## src/rtl/fetch_stage.sv

```systemverilog
// SPARC-style instruction fetch stage: pc/npc sequencing, IF/ID register, stall/bubble/annul handling.
// Optional fetch/stall performance counters are enabled by defining FETCH_PERF_CNT_EN.
module fetch_stage #(
    parameter logic [31:0] RESET_PC = 32'h0000_0000,
    parameter int unsigned ADDR_W   = 9
) (
    input  logic              clk,
    input  logic              clr,
    output logic [ADDR_W-1:0] imem_addr,
    input  logic [31:0]       imem_data,
    input  logic              imem_valid,
    input  logic              stall,
    input  logic              branch_taken,
    input  logic [31:0]       branch_target,
    input  logic              annul,
    output logic [31:0]       pc,
    output logic [31:0]       npc,
    output logic [31:0]       instr,
    output logic [31:0]       instr_pc,
    output logic              instr_valid
`ifdef FETCH_PERF_CNT_EN
    ,
    output logic [15:0]       fetch_count,
    output logic [15:0]       stall_count
`endif
);

    localparam logic [31:0] RESET_NPC = 32'(RESET_PC + 32'd4);

    logic [31:0] pc_q, pc_d;
    logic [31:0] npc_q, npc_d;
    logic [31:0] instr_q, instr_d;
    logic [31:0] instr_pc_q, instr_pc_d;
    logic        instr_valid_q, instr_valid_d;
    logic        advance_c;
    logic        unused_tgt_c;

    // Targets are word aligned; the two low bits are dropped by design.
    assign unused_tgt_c = ^branch_target[1:0];

    assign advance_c = ~stall & imem_valid;

    always_comb begin
        pc_d          = pc_q;
        npc_d         = npc_q;
        instr_d       = instr_q;
        instr_pc_d    = instr_pc_q;
        instr_valid_d = instr_valid_q;
        if (advance_c) begin
            pc_d       = npc_q;
            npc_d      = branch_taken ? {branch_target[31:2], 2'b00} : 32'(npc_q + 32'd4);
            instr_pc_d = pc_q;
            if (annul) begin
                instr_d       = 32'h0;
                instr_valid_d = 1'b0;
            end else begin
                instr_d       = imem_data;
                instr_valid_d = 1'b1;
            end
        end else if (!stall) begin
            // ROM not ready: insert a bubble but keep the last instruction word.
            instr_valid_d = 1'b0;
        end
    end

    always_ff @(posedge clk or posedge clr) begin
        if (clr) begin
            pc_q          <= RESET_PC;
            npc_q         <= RESET_NPC;
            instr_q       <= 32'h0;
            instr_pc_q    <= 32'h0;
            instr_valid_q <= 1'b0;
        end else begin
            pc_q          <= pc_d;
            npc_q         <= npc_d;
            instr_q       <= instr_d;
            instr_pc_q    <= instr_pc_d;
            instr_valid_q <= instr_valid_d;
        end
    end

    assign imem_addr   = pc_q[ADDR_W-1:0];
    assign pc          = pc_q;
    assign npc         = npc_q;
    assign instr       = instr_q;
    assign instr_pc    = instr_pc_q;
    assign instr_valid = instr_valid_q;

`ifdef FETCH_PERF_CNT_EN
    logic [15:0] fetch_count_q, fetch_count_d;
    logic [15:0] stall_count_q, stall_count_d;

    // Counters wrap naturally at 16 bits.
    always_comb begin
        fetch_count_d = fetch_count_q;
        stall_count_d = stall_count_q;
        if (advance_c && !annul) begin
            fetch_count_d = 16'(fetch_count_q + 16'd1);
        end
        if (!advance_c) begin
            stall_count_d = 16'(stall_count_q + 16'd1);
        end
    end

    always_ff @(posedge clk or posedge clr) begin
        if (clr) begin
            fetch_count_q <= 16'h0;
            stall_count_q <= 16'h0;
        end else begin
            fetch_count_q <= fetch_count_d;
            stall_count_q <= stall_count_d;
        end
    end

    assign fetch_count = fetch_count_q;
    assign stall_count = stall_count_q;
`endif

endmodule

```

## config.mk

```make
export PLATFORM = sky130hd
export DESIGN_NAME = fetch_stage
export DESIGN_NICKNAME = d
export VERILOG_FILES = /design/src/rtl/fetch_stage.sv
export SDC_FILE = /design/constraint.sdc
export NUM_CORES = 1
export LEC_CHECK = 0
export ABC_CLOCK_PERIOD_IN_PS = 6800
export CAP_MARGIN = 10
export CORE_MARGIN = 2
export CORE_UTILIZATION = 63
export CTS_CLUSTER_DIAMETER = 50
export DETAILED_ROUTE_END_ITERATION = 10
export DONT_BUFFER_PORTS = 1
export PLACE_DENSITY_LB_ADDON = 0.1
export SLEW_MARGIN = 20
export SYNTH_ARGS = -nofsm -noshare
export SYNTH_HDL_FRONTEND = slang
export SYNTH_SLANG_ARGS = --single-unit
```

## constraint.sdc

```tcl
create_clock -name clk -period 6.8 [get_ports clk]
set_input_delay 1.36 -clock clk [delete_from_list [all_inputs] [get_ports clk]]
set_output_delay 1.36 -clock clk [all_outputs]
set_load 0.01 [all_outputs]
```

==> results of run 1 <==
==> power breakdown <==
part           leakage [nW]  total, mW  internal, mW  switching, mW
Sequential             1.54       1.04         0.848          0.188
Combinational          1.18      0.188        0.0743          0.114
Clock                 0.277      0.901         0.570          0.331
==> state kept, by name, summed over array words and instances (netlist names) <==
signal       cells
instr_valid      1
pc              30
instr           32
npc             30
instr_pc        30
==> worst max-delay path: stages <==
cell and delay [ns]:
nand2b_4 0.47, buf_4 0.66, nor2_1 0.21, and3_1 0.23, nor3_1 0.19
==> worst paths after layout <==
path / slack, ns / startpoint / end
min: 0.54 / instr[6] / instr[6]
max reg2reg: 4.61 / npc[2] / npc[18]
max: 4.02 / stall / npc[25]
min in group asynchronous: 0.82 / clr / instr_pc[24]
min reg2reg: 0.54 / instr[6] / instr[6]
max in group asynchronous: 4.63 / clr / instr[0]
==> stage by stage <==
step	util	instances	hold WS, ns	power (mW)
after global placement	0.642	705	0.527	1.22
after detailed placement	0.642	705	0.528	1.24
after CTS	0.711	737	0.542	2.14
after floorplan	-	648	0.507	1.19
after global routing	0.712	738	0.566	2.23
final	0.712	738	0.538	2.13
==> routing by layer <==
metal  track usage  vias to the layer above  part of all wire  routed length [um]
met1         0.359                     2111              0.41                5230
met5             0                        -                 0                   0
met3        0.0929                       22              0.10                1270
li1              -                     2068                 -                   -
met4         0.113                        0             0.021                 273
met2         0.408                      202              0.47                5950
==> cell families (layout without fill, tap and decap cells) <==
| family | Yosys count | count (layout) | synth area share |
|---|---|---|---|
| mux | 4 | 4 | 0.00711 |
| simple gates | 368 | 368 | 0.299 |
| compound gates | 83 | 83 | 0.0931 |
| other cells | 1 | 9 | 0.000666 |
| buf+inv | 61 | 42 | 0.0513 |
| flops | 123 | 123 | 0.547 |
| fa+ha+maj | 1 | 1 | 0.00222 |
==> placed cells by master, fill, tap and decap left out, types with 6 or more instances in the layout <==
cell type / n
or3_1: 6
nor3_1: 10
a21oi_1: 22
dfrtp_1: 122
conb_1: 8
clkbuf_16: 16
nand3_1: 14
nand3b_1: 32
o21ai_0: 24
nor2_1: 18
nand2_1: 253
==> layout make-up <==
class | count | share of cell area
diodes | 1 | 0.000405
flip-flops and latches | 123 | 0.499
repair buffers | 4 | 0.00486
clock buffers | 19 | 0.0699
clock inverters | 13 | 0.0272
inverters | 6 | 0.00405
well taps | 108 | 0.0219
multi-input cells | 464 | 0.373
==> flow_summary.yaml, run 1 <==
outcome:
  status: "completed"
sta:
  post-route-min-period_ns: 2.78
  max_freq_mhz: 360
  finalClockSkew_ns: 0.00764
  worstMarginPinSlew_ns: 0.853
  final.setup.tns_ns: 0
  drv_slew: 0
  setup_violations: 0
  timing.final.crit_share: 0.409
  rsz0062_at_grt: "false"
  setup_ws_ns: 4.02
  worst_slew_margin_rel: 0.431
  report.final.hold_viol_count: 0
clock_tree:
  holdBufCountCts: 0
  clock_latency_ns: 0.50
  clock-sinks: 123
  cts_tree: "done"
  cts-resized-gates: 0
  cts_setup_buffers: 0
  cts_root_buf: "clkbuf_8"
  htree_levels: 4
  cts_buffer_depth: 2
  cts_buffers: 17
  clk_pin_slew_ns: 0.06
floorplan:
  die_area_um2: 9710
  die_w_um: 98.5
  pin_count: 208
  initial_core_util: 0.649
  rows: 34
  die_y_um: 98.5
  coreArea_um2: 8680
global_route:
  grt_pass1_wl_um: 21200
  grt_overflow: 0
  grt_pass1_vias: 4276
  grt_antenna_before_repair: 2
  grt_max_degree: 73
  track_usage: 0.270
route:
  post-route-drc-count: 0
  antenna_left: 0
  vias: 4403
  wl_per_cell_um: 17.2
  routed_wl_um: 12700
  drt_iter0_drc: 329
  vias_per_cell: 5.97
  drt-pass1-iter-count: 5
logic_synthesis:
  ys_top_cells_by_count: "nand2_1, dfrtp_1, clkbuf_1, nand3b_1, o21ai_0"
  synthArstFlopShare: 1.00
  ys_warn_count: 0
  netlist_instances: 641
  synthDistinctLibCells: 49
  synthFlopType: "dfrtp_1"
  synth_top_area_cell: "dfrtp_1"
  ys_seq_area_frac: 0.547
  syn-cell-area_um2: 5630
  yosysMostFrequentCell: "nand2_1"
  ys_ff_latch: 123
  synth.area.top_cells: "dfrtp_1, nand2_1, nand3b_1"
  synth_edf_count: 0
  avgSynthCellArea_um2: 8.78
  synth_top_cell_area_share: 0.542
worst_setup_path:
  arrival_ns: 3.19
  r2r_cells: 6
  end_kind: "flop"
  cp.required_ns: 7.21
  startpoint_type: "input port"
  cp_max_fo: 72
  crit_type: "input port to flop"
hold_path:
  hold_class: "flop to flop"
  hold_path_depth: 2
final_layout:
  fill_cells: 687
  nNetsFinal: 687
  drive_above_1_share: 0.0747
  finalInstanceArea_um2: 6170
  multi_input_area_um2: 2300
  seqCellArea_um2: 3080
  area_growth_pct: 9.67
placed_design:
  pre_cts_ws_ns: 3.52
  hpwl_um: 8300
  portBuffers: 0
  place_area_um2: 5570
  place.gp.congestion: 0.786
pwr:
  vdd_drop_max_mv: 0.210
  leakagePower_nw: 3.00
  cellPowerDensity_nw_per_um2: 344
flow_run:
  maxCapViolCount: 0
No activity file was read; power rests on OpenSTA's default activity.
==> run 2: changes to the inputs <==
--- a/config.mk
+++ b/config.mk
@@ -5,7 +5,7 @@
 export SDC_FILE = /design/constraint.sdc
 export NUM_CORES = 1
 export LEC_CHECK = 0
-export ABC_CLOCK_PERIOD_IN_PS = 6800
+export ABC_CLOCK_PERIOD_IN_PS = 2700
 export CAP_MARGIN = 10
 export CORE_MARGIN = 2
 export CORE_UTILIZATION = 63
==> constraint.sdc (replaced) <==
create_clock -name clk -period 2.7 [get_ports clk]
set_input_delay 0.54 -clock clk [delete_from_list [all_inputs] [get_ports clk]]
set_output_delay 0.54 -clock clk [all_outputs]
set_load 0.01 [all_outputs]
==> run 2 against run 1 <==
Register-to-register slack worse by 4.1 ns. Sequential power grew to 2.5 times the previous value. Critical endpoint is now npc[18]. Critical path depth rose by 1. Largest power group unchanged. Die area unchanged. Final area up 1.8%. Utilization rose by 1.3 points. Setup slack lost 3.5 ns. Cell count up 0.68%.
==> flow_summary.yaml, run 2 (synthesis results as in run 1) <==
outcome:
  status: "completed"
sta:
  max_freq_mhz: 457
  rsz0062_at_grt: "false"
  drv_slew: 0
  worst_slew_margin_rel: 0.544
  worstMarginPinSlew_ns: 0.684
  final.setup.tns_ns: 0
  timing.final.crit_share: 0.811
  finalClockSkew_ns: 0.0100
  setup_violations: 0
  report.final.hold_viol_count: 0
  setup_ws_ns: 0.510
  post-route-min-period_ns: 2.19
global_route:
  grt-busiest-layer: "met2"
  grt_use_met2: 0.436
  track_usage: 0.279
  grt_max_degree: 70
  grtUsageMet3: 0.111
  grt_antenna_before_repair: 1
  grt_pass1_vias: 4418
  grt_pass1_wl_um: 21900
  grt.met1_usage: 0.351
  grt_overflow: 0
worst_setup_path:
  arrival_ns: 2.58
  slowest_delay_ns: 0.60
  end_kind: "flop"
  cp_max_fo: 6
  startpoint_type: "flop"
  path_cells: "ha_1 -> and4_1 -> and3_1 -> nand2_1 -> or3_1 -> o311a_1"
  crit_type: "flop to flop"
  cpMaxStageDelayCell: "dfstp_2"
  cp.required_ns: 3.09
route:
  routed_wl_um: 13100
  vias_per_cell: 5.93
  post-route-drc-count: 0
  drt-pass1-iter-count: 5
  drt_iter0_drc: 272
  vias: 4404
  antenna_left: 0
  wl_per_cell_um: 17.7
final_layout:
  post-route-util: 0.724
  drive_above_1_share: 0.0820
  nNetsFinal: 692
  mostFrequentLayoutCell: "nand2_1"
  area_growth_pct: 11.6
  final_cell_mix: "nand2_1, dfrtp_1, nand3b_1"
  largest_reg_flops: 32
floorplan:
  die_y_um: 98.5
  die_w_um: 98.5
  coreArea_um2: 8680
  die_area_um2: 9710
  rows: 34
  pin_count: 208
  initial_core_util: 0.649
placed_design:
  portBuffers: 0
  hpwl_um: 8550
  place.gp.congestion: 0.810
  pre_cts_ws_ns: 0.548
hold_path:
  hold_class: "input port to flop"
clock_tree:
  cts-resized-gates: 0
  htree_levels: 4
  cts_buffers: 17
  cts_tree: "done"
  cts_setup_buffers: 0
  clock-sinks: 123
  cts_buffer_depth: 2
  clock_latency_ns: 0.51
  clk_pin_slew_ns: 0.06
  cts_root_buf: "clkbuf_8"
pwr:
  leakagePower_nw: 3.05
  cellPowerDensity_nw_per_um2: 874
  vdd_drop_max_mv: 0.418
flow_run:
  maxCapViolCount: 0
==> run 2: cell count changes in the layout (fill, tap and decap cells not counted), sizes merged <==
cell,before,now
bufinv,3,4
buf,4,8
dlygate4sd3,0,1
inv,7,6
==> run 2: path summary, 6_finish.rpt <==
path                                from           to  slack, ns  cells after the start
worst max register to register    npc[2]      npc[18]       0.51                      6
min in group asynchronous            clr       pc[17]       0.55                      2
worst max-delay path              npc[2]      npc[18]       0.51                      6
max in group asynchronous            clr       npc[2]       1.45                      3
worst min register to register  instr[3]     instr[3]       0.54                      2
worst min-delay path               stall  instr_valid       0.14                      1
==> run 2: report_power, final <==
group          total [mW]  switching (mW)  internal [mW]
Clock                2.39           0.836           1.55
Combinational       0.491           0.292          0.199
Sequential           2.61           0.474           2.14
Total                5.49            1.60           3.89
==> run 2: through the flow <==
stage          instance area, um2  power, mW  hold WS, ns  instances
4_1_cts                      6280       5.53        0.120        742
6_report                     6290       5.49        0.136        743
3_5_place_dp                 5640       3.13        0.472        709
3_3_place_gp                 5640       3.09        0.474        709
5_1_grt                      6280       5.74        0.138        742
2_1_floorplan                5660       2.99        0.507        648
==> run 2: final cells by class <==
cell class,count,area (um2)
flip-flops and latches,123,3080
fillers,660,2390
multi-input cells,464,2300
clock buffers,19,442
clock inverters,13,190
well taps,108,135
repair buffers,9,108
inverters,6,26.3
diodes,1,2.50
==> run 2: worst max-delay path, delay by kind of cell (launching register included) <==
kind | cells | cell delay (ns)
simple gates | 4 | 1.12
flops | 1 | 0.60
fa+ha+maj | 1 | 0.24
compound gates | 1 | 0.11
==> run 2: per-layer routing <==
metal | routed length [um] | vias up
li1 | - | 2086
met1 | 5140 | 2092
met3 | 1360 | 26
met4 | 252 | 2
met5 | 13 | -
met2 | 6350 | 198
==> run 2: timing repair <==
item,in CTS,in global routing
endpoints found under the setup margin,0,0
endpoints found under the hold margin,18,0
hold buffers,1,0
